==> config.mk <==
export PLATFORM = sky130hd
export DESIGN_NAME = risc5_hazard_scoreboard
export DESIGN_NICKNAME = d
export VERILOG_FILES = /design/src/rtl/risc5_hazard_scoreboard.sv
export SDC_FILE = /design/constraint.sdc
export NUM_CORES = 1
export LEC_CHECK = 0
export CORE_ASPECT_RATIO = 0.75
export CORE_UTILIZATION = 34
export CTS_CLUSTER_SIZE = 20
export DETAILED_ROUTE_END_ITERATION = 8
export MAX_ROUTING_LAYER = met4
export PLACE_DENSITY = 0.91
export SLEW_MARGIN = 20
export SYNTH_ARGS = -nofsm -noshare
export SYNTH_HDL_FRONTEND = slang
export SYNTH_SLANG_ARGS = --single-unit
export TNS_END_PERCENT = 100
==> constraint.sdc <==
create_clock -name clk -period 2.6 [get_ports clk]
set_input_delay 0.26 -clock clk [delete_from_list [all_inputs] [get_ports clk]]
set_output_delay 0.26 -clock clk [all_outputs]
set_load 0.01 [all_outputs]
==> src/rtl/risc5_hazard_scoreboard.sv <==
// Hazard detection and EX operand forwarding for the Risc5 pipeline, using a DEPTH-entry shift
// scoreboard. Define RISC5_FWD_EN to build the forwarding muxes; otherwise stall until write-back.
module risc5_hazard_scoreboard #(
    parameter int unsigned XLEN     = 32,
    parameter int unsigned NREG     = 32,
    parameter int unsigned DEPTH    = 3,
    parameter int unsigned LOAD_LAT = 2,
    localparam int unsigned AW      = $clog2(NREG),
    localparam int unsigned SW      = $clog2(DEPTH)
) (
    input  logic                  clk,
    input  logic                  reset,
    input  logic                  id_valid,
    input  logic [AW-1:0]         id_rs1,
    input  logic [AW-1:0]         id_rs2,
    input  logic                  id_rs1_used,
    input  logic                  id_rs2_used,
    input  logic [AW-1:0]         id_rd,
    input  logic                  id_rd_we,
    input  logic                  id_is_load,
    input  logic [DEPTH*XLEN-1:0] res_data,
    output logic                  stall,
    output logic [SW-1:0]         fwd_a_sel,
    output logic [XLEN-1:0]       fwd_a_data,
    output logic [SW-1:0]         fwd_b_sel,
    output logic [XLEN-1:0]       fwd_b_data,
    output logic [31:0]           stall_cnt
);

    localparam int Depth  = int'(DEPTH);
    localparam int LdLat  = int'(LOAD_LAT);
    // A load at entry k reaches index k+1 when the ID consumer enters EX.
    localparam int LuMax  = LdLat - 2;

    logic [DEPTH-1:0] v_q;
    logic [DEPTH-1:0] ld_q;
    logic [AW-1:0]    rd_q [DEPTH];
    logic [AW-1:0]    ex_rs1_q;
    logic [AW-1:0]    ex_rs2_q;
    logic [31:0]      stall_cnt_q;

    logic rs1_chk;
    logic rs2_chk;
    logic hazard;

    assign rs1_chk = id_rs1_used && (id_rs1 != '0);
    assign rs2_chk = id_rs2_used && (id_rs2 != '0);

    always_comb begin
        hazard = 1'b0;
        for (int k = 0; k < Depth; k++) begin
            if (v_q[k] && ((rs1_chk && (rd_q[k] == id_rs1)) ||
                           (rs2_chk && (rd_q[k] == id_rs2)))) begin
`ifdef RISC5_FWD_EN
                if (ld_q[k] && (k <= LuMax)) begin
                    hazard = 1'b1;
                end
`else
                if (k <= Depth - 2) begin
                    hazard = 1'b1;
                end
`endif
            end
        end
    end

    assign stall     = id_valid && hazard;
    assign stall_cnt = stall_cnt_q;

`ifdef RISC5_FWD_EN
    // Descending scan so the youngest qualifying producer is the last to assign.
    always_comb begin
        fwd_a_sel  = '0;
        fwd_a_data = '0;
        fwd_b_sel  = '0;
        fwd_b_data = '0;
        for (int k = Depth - 1; k >= 1; k--) begin
            if (v_q[k] && (ex_rs1_q != '0) && (rd_q[k] == ex_rs1_q) &&
                (!ld_q[k] || (k >= LdLat))) begin
                fwd_a_sel  = SW'(k);
                fwd_a_data = res_data[k*XLEN +: XLEN];
            end
            if (v_q[k] && (ex_rs2_q != '0) && (rd_q[k] == ex_rs2_q) &&
                (!ld_q[k] || (k >= LdLat))) begin
                fwd_b_sel  = SW'(k);
                fwd_b_data = res_data[k*XLEN +: XLEN];
            end
        end
    end

    // Entry 0 is the consumer itself, so its result slice is never a source.
    logic unused_res;
    assign unused_res = ^res_data[XLEN-1:0];
`else
    assign fwd_a_sel  = '0;
    assign fwd_a_data = '0;
    assign fwd_b_sel  = '0;
    assign fwd_b_data = '0;

    logic unused_nofwd;
    assign unused_nofwd = ^{res_data, ex_rs1_q, ex_rs2_q, ld_q, v_q[DEPTH-1], rd_q[DEPTH-1]};
`endif

    always_ff @(posedge clk) begin
        if (reset) begin
            v_q         <= '0;
            ld_q        <= '0;
            for (int k = 0; k < Depth; k++) begin
                rd_q[k] <= '0;
            end
            ex_rs1_q    <= '0;
            ex_rs2_q    <= '0;
            stall_cnt_q <= '0;
        end else begin
            v_q[0]  <= id_valid && id_rd_we && (id_rd != '0) && !stall;
            rd_q[0] <= id_rd;
            ld_q[0] <= id_is_load;
            for (int k = 1; k < Depth; k++) begin
                v_q[k]  <= v_q[k-1];
                rd_q[k] <= rd_q[k-1];
                ld_q[k] <= ld_q[k-1];
            end
            // Bubbles (stalled or empty slots) carry no operands into EX.
            ex_rs1_q <= (id_valid && !stall) ? id_rs1 : '0;
            ex_rs2_q <= (id_valid && !stall) ? id_rs2 : '0;
            if (stall && (stall_cnt_q != 32'hFFFF_FFFF)) begin
                stall_cnt_q <= stall_cnt_q + 32'd1;
            end
        end
    end

endmodule

==> results of run 1 <==
final cells by class:
type	count	area (µm²)	area share, %
Multi-Input combinational cell	276	1570	45.6
Tap cell	105	131	3.83
Inverter	9	33.8	0.984
Clock inverter	1	30.0	0.874
Timing Repair Buffer	74	697	20.3
Sequential cell	44	881	25.6
Clock buffer	7	96.3	2.81
synthesized netlist by cell type, types with 2 or more instances:
cell / count / share of area (%)
o21ai_0: 22 / 4.0
nand3_1: 15 / 2.7
nor2b_1: 11 / 2.5
inv_1: 8 / 1.1
o31ai_1: 6 / 1.6
nor2_1: 8 / 1.1
nor3_2: 2 / 0.72
clkbuf_1: 6 / 0.81
and2_1: 2 / 0.45
buf_4: 69 / 19
buf_2: 2 / 0.36
a21o_1: 2 / 0.54
xnor2_1: 10 / 3.2
a21oi_1: 31 / 5.6
nand4_1: 11 / 2.5
nand2_1: 15 / 2.0
dfxtp_1: 44 / 32
and3_1: 3 / 0.68
nand4b_1: 2 / 0.63
or4_1: 11 / 3.0
xor2_1: 11 / 3.5
nor3_1: 7 / 1.3
or3_1: 23 / 5.2
or4_4: 2 / 0.81
o21ai_1: 2 / 0.36
path summary, 6_finish.rpt:
kind,start,to,cells past startpoint
setup / recovery,id_rs1[1],stall,8
hold / removal,v_q[0],v_q[1],2
setup reg to reg,stall_cnt[9],stall_cnt[31],6
hold reg to reg,v_q[0],v_q[1],2
routing by layer:
metal  up-vias  track usage (%)  share of wire (%)
met5         -                -                  0
li1       1207                -                  -
met3         7             3.33                6.7
met1      1151             20.5                 48
met4         0             4.17               0.83
met2        76             22.8                 45
metrics by stage:
step	area [µm²]	setup WS, ns	cells	hold slack (ns)
after global routing	3430	0.00653	516	0.477
after global placement	3290	-0.0999	508	0.441
after CTS	3420	0.113	516	0.462
after detailed placement	3290	-0.153	508	0.455
after floorplan	3020	0.501	407	0.388
final	3430	0.103	516	0.462
what timing repair did:
| item | CTS | global route |
|---|---|---|
| gates resized for setup | 4 | 3 |
| gates cloned | 0 | 0 |
| setup endpoints to repair | 1 | 1 |
| pin swaps | 1 | 1 |
critical path, stage by stage:
cell and delay, ns:
clkdlybuf4s50_1 0.48, or4_1 0.57, o21ai_2 0.14, nand4b_1 0.15, a21oi_1 0.10, nor2_2 0.19, inv_2 0.06, dlygate4sd2_1 0.28
cells by family after synthesis:
kind of cell    count (synthesis)  synth area share [%]
compound gates                 67                  13.3
fa+ha+maj                       1                 0.451
xor+xnor                       21                  6.64
flops                          44                  31.8
buf+inv                        87                  21.5
other cells                     1                 0.135
mux                             1                 0.361
simple gates                  118                  25.8
registers in the layout, summed over array words and instances, names as in the netlist:
register / count
v_q: 2
stall_cnt: 32
rd_q: 10
power breakdown:
part / switching, mW / internal (mW) / leakage (nW) / total [mW]
clock network: 0.243 / 0.339 / 0.0645 / 0.582
registers: 0.00776 / 0.682 / 0.357 / 0.689
logic: 0.0870 / 0.0596 / 0.827 / 0.147
total: 0.338 / 1.08 / 1.25 / 1.42
==> impl_metrics.yaml, run 1 <==
sta:
  fmax_mhz: 401
  setup_tns_ns: 0
  worstMarginPinSlew_ns: 0.741
  finalHoldViolCount: 0
  clock_skew_ns: 0.00765
  rsz0062_at_grt: "false"
  slew_viol_final: 0
  slew_headroom_pct: 50.5
  post-route-period-util_pct: 96.0
  fin_crit_ns: 2.50
  finalSetupViolations: 0
floorplanning:
  core_region_area_um2: 7880
  die_area_um2: 8520
  initial_core_util_pct: 35.2
  die_h_um: 80.2
  ios: 219
  die_x_um: 106
  fp-row-count: 28
run_status:
  violations: "DRC"
  status: "finished with violations"
cells_and_area:
  nFillCells: 795
  final_common_cell: "conb_1"
  final_cell_mix: "68 x conb_1, 50 x clkdlybuf4s50_1, 44 x dfxtp_1"
  syn_to_final_growth_pct: 23.9
  drive_gt1_share_pct: 10.2
  final_core_util_pct: 43.6
  diodes: 0
  fin_nets: 529
setup_path:
  critPathCaptureType: "output port"
  worst-setup-path-type: "in -> out"
  critical_path.max_fanout: 3
  arrival_ns: 2.24
  crit_path_start_kind: "primary input"
  r2r_slack_ns: 0.24
  cp.required_ns: 2.34
clocking:
  h-tree-depth: 2
  clock-sinks: 44
  cts_hold_buf: 0
  clockBufferDepth: 2
  cts_setup_buffers: 0
  clk_latency_ns: 0.31
  cts_tree: "built"
  cts-root-buf: "clkbuf_8"
  cts.clk_slew.worst_paths_ns: 0.09
  cts_buffers: 5
global_route:
  grt_pass1_wl_um: 9980
  grt_start_max_net_pins: 42
  grt_pass1_vias: 2108
  grt_usage_pct: 15.2
  antenna_found_initial: 0
  grt_remaining_overflow: 0
detailed_routing:
  routedWlPerCell_um: 12.1
  wl_um: 6260
  drc: 1
  drt_iter0_drc: 95
  ant_nets: 0
  vias: 2441
  first_pass_iters: 6
  drt-vias-per-instance: 4.73
synthesis:
  synth.yosys.seq_area_share_pct: 31.8
  synth_cell_type_count: 40
  synth_warnings: 0
  syn_area_per_cell_um2: 8.15
  synth-seq-cells: 44
  synth-edff-count: 0
  synthArstFlopShare_pct: 0
  synth_cells: 340
  syn_area_um2: 2770
  ys.flop_type: "dfxtp_1"
power_and_ir_drop:
  power_density_nw_per_um2: 413
  finalPower_mw: 1.42
  p_leak_nw: 1.25
  vdd_drop_max_mv: 0.260
placement:
  gp_congestion: 0.806
  place_hpwl_um: 4860
  portBuffers: 53
run:
  max-cap-violations: 0
worst_hold_path:
  hold_class: "reg -> reg"
No activity file was read; power rests on OpenSTA's default activity.
==> run 2: changes to the inputs <==
--- a/config.mk
+++ b/config.mk
@@ -9,7 +9,6 @@
 export CORE_UTILIZATION = 34
 export CTS_CLUSTER_SIZE = 20
 export DETAILED_ROUTE_END_ITERATION = 8
-export MAX_ROUTING_LAYER = met4
 export PLACE_DENSITY = 0.91
 export SLEW_MARGIN = 20
 export SYNTH_ARGS = -nofsm -noshare
==> impl_metrics.yaml, run 2 (synthesized netlist as in run 1, its figures left out) <==
setup_path:
  crit-reg2reg-capture: "stall_cnt[31]"
  slowest_delay_ns: 0.57
  reg2regPathDepth: 6
  crit_path_top_delay_cell: "or4_1"
  critPathCaptureType: "output port"
  cp.required_ns: 2.34
  r2r_slack_ns: 0.23
  r2r_start: "stall_cnt[9]"
  critical_path.max_fanout: 3
  cp_num_buf_inv: 3
  crit_family: "simple AND/OR/NAND/NOR gates"
  cp_cell_sequence: "clkdlybuf4s50_1, or4_1, o21ai_2, nand4b_1, a21oi_1, nor2_2, inv_2, dlygate4sd2_1"
  arrival_ns: 2.25
  crit_path_start_kind: "primary input"
  crit_start: "id_rs1[1]"
  worst-setup-path-type: "in -> out"
sta:
  finalHoldViolCount: 0
  clock_skew_ns: 0.00739
  fmax_mhz: 399
  slew_viol_final: 0
  fin_crit_ns: 2.51
  worstMarginPinSlew_ns: 0.724
  rsz0062_at_grt: "false"
  finalSetupViolations: 0
  slew_headroom_pct: 51.6
  whs_ns: 0.459
  post-route-period-util_pct: 96.4
  setup_tns_ns: 0
clocking:
  cts.clk_slew.worst_paths_ns: 0.09
  cts-root-buf: "clkbuf_8"
  cts_hold_buf: 0
  h-tree-depth: 2
  clk_latency_ns: 0.31
  clock-sinks: 44
  clockBufferDepth: 2
  cts_buffers: 5
  cts_tree: "built"
detailed_routing:
  first_pass_iters: 6
  routedWlPerCell_um: 12.2
  drc: 1
  drt-vias-per-instance: 4.72
  vias: 2437
  ant_nets: 0
  wl_um: 6290
  drt_iter0_drc: 99
cells_and_area:
  largest_register_ffs: 32
  nFillCells: 796
  final_cell_mix: "68 x conb_1, 49 x clkdlybuf4s50_1, 44 x dfxtp_1"
  ff_latch_area_um2: 881
  final_common_cell: "conb_1"
  multi_input_area_um2: 1570
  syn_to_final_growth_pct: 24.0
  fin_nets: 529
  diodes: 0
  drive_gt1_share_pct: 10.2
run_status:
  status: "finished with violations"
  violations: "DRC"
power_and_ir_drop:
  p_leak_nw: 1.26
  vdd_drop_max_mv: 0.261
  power_density_nw_per_um2: 413
placement:
  place_hpwl_um: 4860
  portBuffers: 53
  gp_congestion: 0.794
floorplanning:
  ios: 219
  die_area_um2: 8520
  die_h_um: 80.2
  die_x_um: 106
  core_region_area_um2: 7880
  initial_core_util_pct: 35.2
  fp-row-count: 28
global_route:
  grt_pass1_wl_um: 9970
  grt_start_max_net_pins: 42
  antenna_found_initial: 0
  grt_pass1_vias: 2108
  grt_usage_pct: 14.8
  grt_remaining_overflow: 0
run:
  max-cap-violations: 0
worst_hold_path:
  hold-path-cell-count: 2
  hp-start: "v_q[0]"
  hold_class: "reg -> reg"
  whs_endpoint: "v_q[1]"
run 2: worst max path at each step:
stage	depth (start not counted)	slack, ns	to
CTS	8	0.11	stall
global placement	9	-0.1	stall_cnt[30]
floorplan	6	0.50	stall_cnt[31]
detailed placement	9	-0.15	stall_cnt[27]
finish	8	0.09	stall
global route	8	0.007	stall
run 2: worst register-to-register path: stages (launching register included):
cell	delay [ns]
dfxtp_1	0.45
nand4_1	0.25
nor4_4	0.47
nand2_1	0.17
or4_1	0.50
or3_1	0.32
a21oi_1	0.14
run 2: final cells by class:
cell class,instances,area share [%]
sequential,44,25.6
inverter,9,0.983
clock buffer,7,2.80
tap,105,3.82
clock inverter,1,0.874
timing repair buffer,74,20.3
multi-input combinational,276,45.5
run 2: power by group:
group / internal [mW] / leakage, nW / switching (mW)
Combinational: 0.0594 / 0.836 / 0.0871
Clock: 0.339 / 0.0645 / 0.245
Sequential: 0.682 / 0.357 / 0.00784
run 2: timing repair:
item	4_1_cts	5_1_grt
endpoints found under the setup margin	1	1
buffers inserted	0	0
gates resized for setup	4	4
hold endpoints to repair	0	0
pin swaps	1	1
run 2: metal layers:
| layer | global-route usage (%) | routed length, µm |
|---|---|---|
| met5 | 0 | 0 |
| met4 | 4.17 | 51 |
| met3 | 3.81 | 456 |
| met2 | 22.9 | 2800 |
| met1 | 20.3 | 2980 |
run 2: through the flow:
step	setup slack [ns]	cell area [µm²]	power (mW)	instances	utilization (%)
floorplan	0.501	3020	0.867	407	-
global placement	-0.0999	3290	0.845	508	41.8
detailed placement	-0.153	3290	0.849	508	41.8
CTS	0.113	3420	1.43	516	43.4
global route	0.00705	3440	1.48	516	43.6
finish	0.0924	3440	1.42	516	43.6
